## src/rtl/reset_sequencer_if.sv

```systemverilog
// Reset request / per-domain reset bundle shared by the sequencer and its consumers.
// Optional cause reporting signals exist only when RESET_SEQUENCER_CAUSE_EN is defined.
interface reset_sequencer_if #(
  parameter int unsigned NUM_STAGES = 3
);
  logic                  btn_req;
  logic                  sw_req;
  logic                  wdt_req;
  logic [NUM_STAGES-1:0] rst_n_out;
  logic                  busy;
`ifdef RESET_SEQUENCER_CAUSE_EN
  logic [3:0]            cause;
  logic                  cause_clr;

  modport master (output btn_req, sw_req, wdt_req, cause_clr,
                  input  rst_n_out, busy, cause);
  modport slave  (input  btn_req, sw_req, wdt_req, cause_clr,
                  output rst_n_out, busy, cause);
`else
  modport master (output btn_req, sw_req, wdt_req,
                  input  rst_n_out, busy);
  modport slave  (input  btn_req, sw_req, wdt_req,
                  output rst_n_out, busy);
`endif
endinterface

```

## src/rtl/reset_sequencer.sv

```systemverilog
// Reset sequencer: merges button/software/watchdog requests, holds all domains in reset,
// then releases them one by one. Define RESET_SEQUENCER_CAUSE_EN for sticky reset-cause reporting.
module reset_sequencer #(
  parameter int unsigned NUM_STAGES  = 3,
  parameter int unsigned HOLD_CYCLES = 64,
  parameter int unsigned STAGE_GAP   = 16
) (
  input  logic             clk,
  input  logic             reset_n,
  reset_sequencer_if.slave bus
);

  localparam int unsigned MAX_CNT = (HOLD_CYCLES > STAGE_GAP) ? HOLD_CYCLES : STAGE_GAP;
  localparam int unsigned CW      = $clog2(MAX_CNT + 1);
  localparam int unsigned SW      = $clog2(NUM_STAGES + 1);

  typedef enum logic [1:0] {
    ST_ASSERT  = 2'd0,
    ST_RELEASE = 2'd1,
    ST_RUN     = 2'd2
  } state_t;

  state_t                state;
  logic [CW-1:0]         count;
  logic [SW-1:0]         stage;
  logic [NUM_STAGES-1:0] rst_q;
  logic                  busy_q;
  logic                  btn_meta;
  logic                  btn_s;
  logic                  req_d;
  logic                  req;

  // Two-flop synchronizer for the asynchronous button input
  always_ff @(posedge clk or negedge reset_n) begin
    if (!reset_n) begin
      btn_meta <= 1'b0;
      btn_s    <= 1'b0;
    end else begin
      btn_meta <= bus.btn_req;
      btn_s    <= btn_meta;
    end
  end

  assign req = btn_s | bus.sw_req | bus.wdt_req;

  // Sequencer FSM; req_d keeps the hold counter cleared for the cycle after a request
  always_ff @(posedge clk or negedge reset_n) begin
    if (!reset_n) begin
      state  <= ST_ASSERT;
      count  <= '0;
      stage  <= '0;
      rst_q  <= '0;
      busy_q <= 1'b1;
      req_d  <= 1'b0;
    end else begin
      req_d <= req;
      if (req && (state != ST_ASSERT)) begin
        rst_q  <= '0;
        busy_q <= 1'b1;
        count  <= '0;
        stage  <= '0;
        state  <= ST_ASSERT;
      end else begin
        case (state)
          ST_ASSERT: begin
            if (req || req_d) begin
              count <= '0;
            end else if (count == CW'(HOLD_CYCLES - 1)) begin
              rst_q <= NUM_STAGES'(1);
              stage <= SW'(1);
              count <= '0;
              if (NUM_STAGES == 1) begin
                state  <= ST_RUN;
                busy_q <= 1'b0;
              end else begin
                state  <= ST_RELEASE;
              end
            end else begin
              count <= count + CW'(1);
            end
          end
          ST_RELEASE: begin
            if (count == CW'(STAGE_GAP - 1)) begin
              rst_q <= rst_q | (NUM_STAGES'(1) << stage);
              stage <= stage + SW'(1);
              count <= '0;
              if (stage == SW'(NUM_STAGES - 1)) begin
                state  <= ST_RUN;
                busy_q <= 1'b0;
              end
            end else begin
              count <= count + CW'(1);
            end
          end
          ST_RUN: begin
            rst_q  <= '1;
            busy_q <= 1'b0;
          end
          default: begin
            state  <= ST_ASSERT;
            rst_q  <= '0;
            busy_q <= 1'b1;
            count  <= '0;
            stage  <= '0;
          end
        endcase
      end
    end
  end

  assign bus.rst_n_out = rst_q;
  assign bus.busy      = busy_q;

`ifdef RESET_SEQUENCER_CAUSE_EN
  logic [3:0] cause_q;

  // Sticky cause bits; a request in the clearing cycle still sets its bit
  always_ff @(posedge clk or negedge reset_n) begin
    if (!reset_n) begin
      cause_q <= 4'b1000;
    end else begin
      cause_q <= (bus.cause_clr ? 4'b0000 : cause_q) | {1'b0, bus.wdt_req, bus.sw_req, btn_s};
    end
  end

  assign bus.cause = cause_q;
`endif

endmodule
```

## src/flat_wrapper.sv

```systemverilog
// flat-port wrapper written by rule: the top's interface ports become plain ports
module reset_sequencer_flat 
#(
  parameter int unsigned NUM_STAGES  = 3,
  parameter int unsigned HOLD_CYCLES = 64,
  parameter int unsigned STAGE_GAP   = 16
)
  (clk, reset_n, bus_btn_req, bus_sw_req, bus_wdt_req, bus_rst_n_out, bus_busy);
  reset_sequencer_if #(.NUM_STAGES(NUM_STAGES)) bus_i ();
  input  logic clk;
  input  logic reset_n;
  input wire logic [$bits(bus_i.btn_req)-1:0] bus_btn_req;
  input wire logic [$bits(bus_i.sw_req)-1:0] bus_sw_req;
  input wire logic [$bits(bus_i.wdt_req)-1:0] bus_wdt_req;
  output wire logic [$bits(bus_i.rst_n_out)-1:0] bus_rst_n_out;
  output wire logic [$bits(bus_i.busy)-1:0] bus_busy;
  assign bus_i.btn_req = bus_btn_req;
  assign bus_i.sw_req = bus_sw_req;
  assign bus_i.wdt_req = bus_wdt_req;
  assign bus_rst_n_out = bus_i.rst_n_out;
  assign bus_busy = bus_i.busy;
  reset_sequencer #(.NUM_STAGES(NUM_STAGES), .HOLD_CYCLES(HOLD_CYCLES), .STAGE_GAP(STAGE_GAP)) u_core (.clk(clk), .reset_n(reset_n), .bus(bus_i));
endmodule
```

## config.mk

```make
export PLATFORM = sky130hd
export DESIGN_NAME = reset_sequencer_flat
export DESIGN_NICKNAME = d
export VERILOG_FILES = /design/src/rtl/reset_sequencer_if.sv /design/src/rtl/reset_sequencer.sv /design/src/flat_wrapper.sv
export SDC_FILE = /design/constraint.sdc
export NUM_CORES = 1
export LEC_CHECK = 0
export BUFFER_PORTS_ARGS = -buffer_cell sky130_fd_sc_hd__buf_2
export CORE_MARGIN = 4
export CORE_UTILIZATION = 35
export CTS_CLUSTER_DIAMETER = 200
export CTS_CLUSTER_SIZE = 12
export DETAILED_ROUTE_END_ITERATION = 16
export PLACE_DENSITY = 0.55
export SLEW_MARGIN = 15
export SYNTH_ARGS = -nofsm -noshare
export SYNTH_HDL_FRONTEND = slang
export SYNTH_SLANG_ARGS = --single-unit
export TNS_END_PERCENT = 5
```

## constraint.sdc

```tcl
create_clock -name clk -period 3.3 [get_ports clk]
set_input_delay 0.825 -clock clk [delete_from_list [all_inputs] [get_ports clk]]
set_output_delay 0.825 -clock clk [all_outputs]
set_load 0.05 [all_outputs]
```

==> results.sh <==
export IMPL_status="finished, final reports clean"
export IMPL_antenna_found_initial=0
export IMPL_wl_per_cell_um=14.5
export IMPL_core_area_um2=3080
export IMPL_cp_max_fo=11
export IMPL_routed_wl_um=2400
export IMPL_worst_pin_slew_ps=666
export IMPL_clock_path_buffers=2
export IMPL_async_reset_ff_share_pct=100
export IMPL_vias=934
export IMPL_postRouteAntennaNets=0
export IMPL_syn_inst=113
export IMPL_layout_commonest_cell="dfrtp_1"
export IMPL_dieArea_um2=4200
export IMPL_yosysSeqAreaShare_pct=40.0
export IMPL_clkSlewWorstSetupHoldPaths_ps=110
export IMPL_startpoint_type="register"
export IMPL_drive_above_1_share_pct=15.7
export IMPL_ys_types=44
export IMPL_fillers=308
export IMPL_hold_viol_final=0
export IMPL_endpoint_kind="register"
export IMPL_period_needed_ps=2500
export IMPL_max_freq_ghz=0.400
export IMPL_crit_type="reg2reg"
export IMPL_yosys_register_bits=18
export IMPL_numClockSinks=18
export IMPL_rsz0062_at_grt="no"
export IMPL_finalSetupTns_ps=0
export IMPL_cts_tree="built"
export IMPL_relSlewSlack_pct=54.9
export IMPL_synthesis_nets=127
export IMPL_cts_root_buf="clkbuf_4"
export IMPL_numCtsBuffers=3
export IMPL_cts_hold_buf=0
export IMPL_via_per_inst=5.66
export IMPL_ys_warn_count=0
export IMPL_setup_viol_count_final=0
export IMPL_first_pass_iters=4
export IMPL_rows=20
export IMPL_io_buffers=8
export IMPL_final_cells=165
export IMPL_cts_resized=0
export IMPL_cts_htree_levels=1
export IMPL_timing_final_crit_share_pct=75.7
export IMPL_grt_pass1_wl_um=4150
export IMPL_grt_usage_pct=12.4
export IMPL_cp_required_ps=3490
export IMPL_drc_errors=0
export IMPL_dp_hpwl_um=1720
export IMPL_hold_class="reg2reg"
export IMPL_post_cts_buffers=0
export IMPL_drv_slew=0
export IMPL_peakVddDrop_uv=123
export IMPL_layout_common_cells="dfrtp_1 (17), nand2_1 (9), ha_1 (9)"
export IMPL_power_leakage_nw=0.511
export IMPL_clock_skew_ps=1.48
export IMPL_initial_core_util_pct=36.7
export IMPL_stdcell_area_um2=1240
export IMPL_die_w_um=64.8
export IMPL_die_height_um=64.8
export IMPL_drtIter0Drc=48
export IMPL_antennaDiodeCount=0
export IMPL_grt_pass1_vias=877
export IMPL_finalNetCount=136
export IMPL_area_delta_synth_final_pct=9.41
export IMPL_overflow=0
export IMPL_syn_area_um2=1130
export IMPL_maxCapViolations=0
export IMPL_dpl_cell_count=161
export IMPL_clock_latency_ps=290
export IMPL_p_per_area_nw_per_um2=286
export IMPL_grt_max_degree=19
export IMPL_avgSynthCellArea_um2=10.0
export IMPL_placed_area_um2=1210
export IMPL_ios=9
export IMPL_fin_util_pct=40.2
export IMPL_gp_congestion=0.750
export IMPL_synth_edff_count=0
export IMPL_synth_ff_type="dfrtp_1"
export IMPL_arrival_ps=2690
==> registers in the layout, indices dropped and copies added (netlist names) <==
name                  flops
u_core.btn_s              1
u_core.req_d              1
u_core.btn_meta           1
u_core.state              2
u_core.stage              2
u_core.bus.rst_n_out      3
u_core.bus.busy           1
u_core.count              7
==> report_power, final <==
part	total [W]	leakage (nW)	internal [W]	switching, W
Sequential	0.000224	0.228	0.000222	0.00000142
Combinational	0.0000113	0.268	0.00000285	0.00000841
Clock	0.000119	0.0150	0.0000470	0.0000718
==> worst max-delay path: stages (launching register included) <==
cell and delay [ps]:
dfrtp_1 480, inv_1 160, ha_1 390, nor4b_1 610, o21a_1 360, nor2_2 70
mux2_1 320
==> metal layers <==
layer	global-route usage [%]	wire length, um	share of wire, %	up-vias
met5	0	0	0	-
li1	-	-	-	450
met3	2.08	71	3.0	2
met2	19.3	1050	44	18
met1	17.8	1260	53	464
met4	3.17	14	0.58	0
==> area by class of cell <==
class                      count  area, um2  area share [%]
timing repair buffer           8       40.0            3.24
clock buffer                   4       26.3            2.13
multi-input combinational     83        633            51.2
sequential                    18        452            36.5
inverter                       8       30.0            2.43
tap                           44       55.1            4.45
==> stage by stage <==
stage	hold WS, ps	total power, W	worst slack, ps
finish	368	0.000354	800
global route	375	0.000375	647
floorplan	331	0.000231	1070
global placement	341	0.000240	716
CTS	371	0.000359	847
detailed placement	346	0.000240	744
==> final timing paths <==
check / startpoint / end / slack [ps] / cells past startpoint
worst max-delay path: u_core.state[1] / u_core.bus.rst_n_out[0] / 800 / 6
worst min-delay path: u_core.btn_meta / u_core.btn_s / 370 / 0
worst max register to register: u_core.state[1] / u_core.bus.rst_n_out[0] / 800 / 6
worst min register to register: u_core.btn_meta / u_core.btn_s / 370 / 0
max in group asynchronous: reset_n / u_core.bus.busy / 2530 / 1
min in group asynchronous: reset_n / u_core.state[0] / 440 / 1
==> cell usage after synthesis, types with 2 or more instances <==
library cell	number	area, um2
o21a_1	4	30.0
nor3_1	3	15.0
nor2_1	3	11.3
nand2_1	9	33.8
dfrtp_1	17	425
a211oi_1	3	22.5
nand4b_1	2	17.5
o211ai_1	5	37.5
a221o_1	2	20.0
o21ai_0	7	35.0
a21oi_1	5	25.0
o22a_1	2	17.5
inv_1	7	26.3
ha_1	9	113
clkbuf_1	4	15.0
nand3_1	3	15.0
==> logic make-up after synthesis <==
family | synth area share [%]
xor+xnor | 0.775
mux | 2.88
simple gates | 12.6
buf+inv | 3.99
fa+ha+maj | 9.97
flops | 40.0
compound gates | 29.8
(Power assumes the default switching activity.)
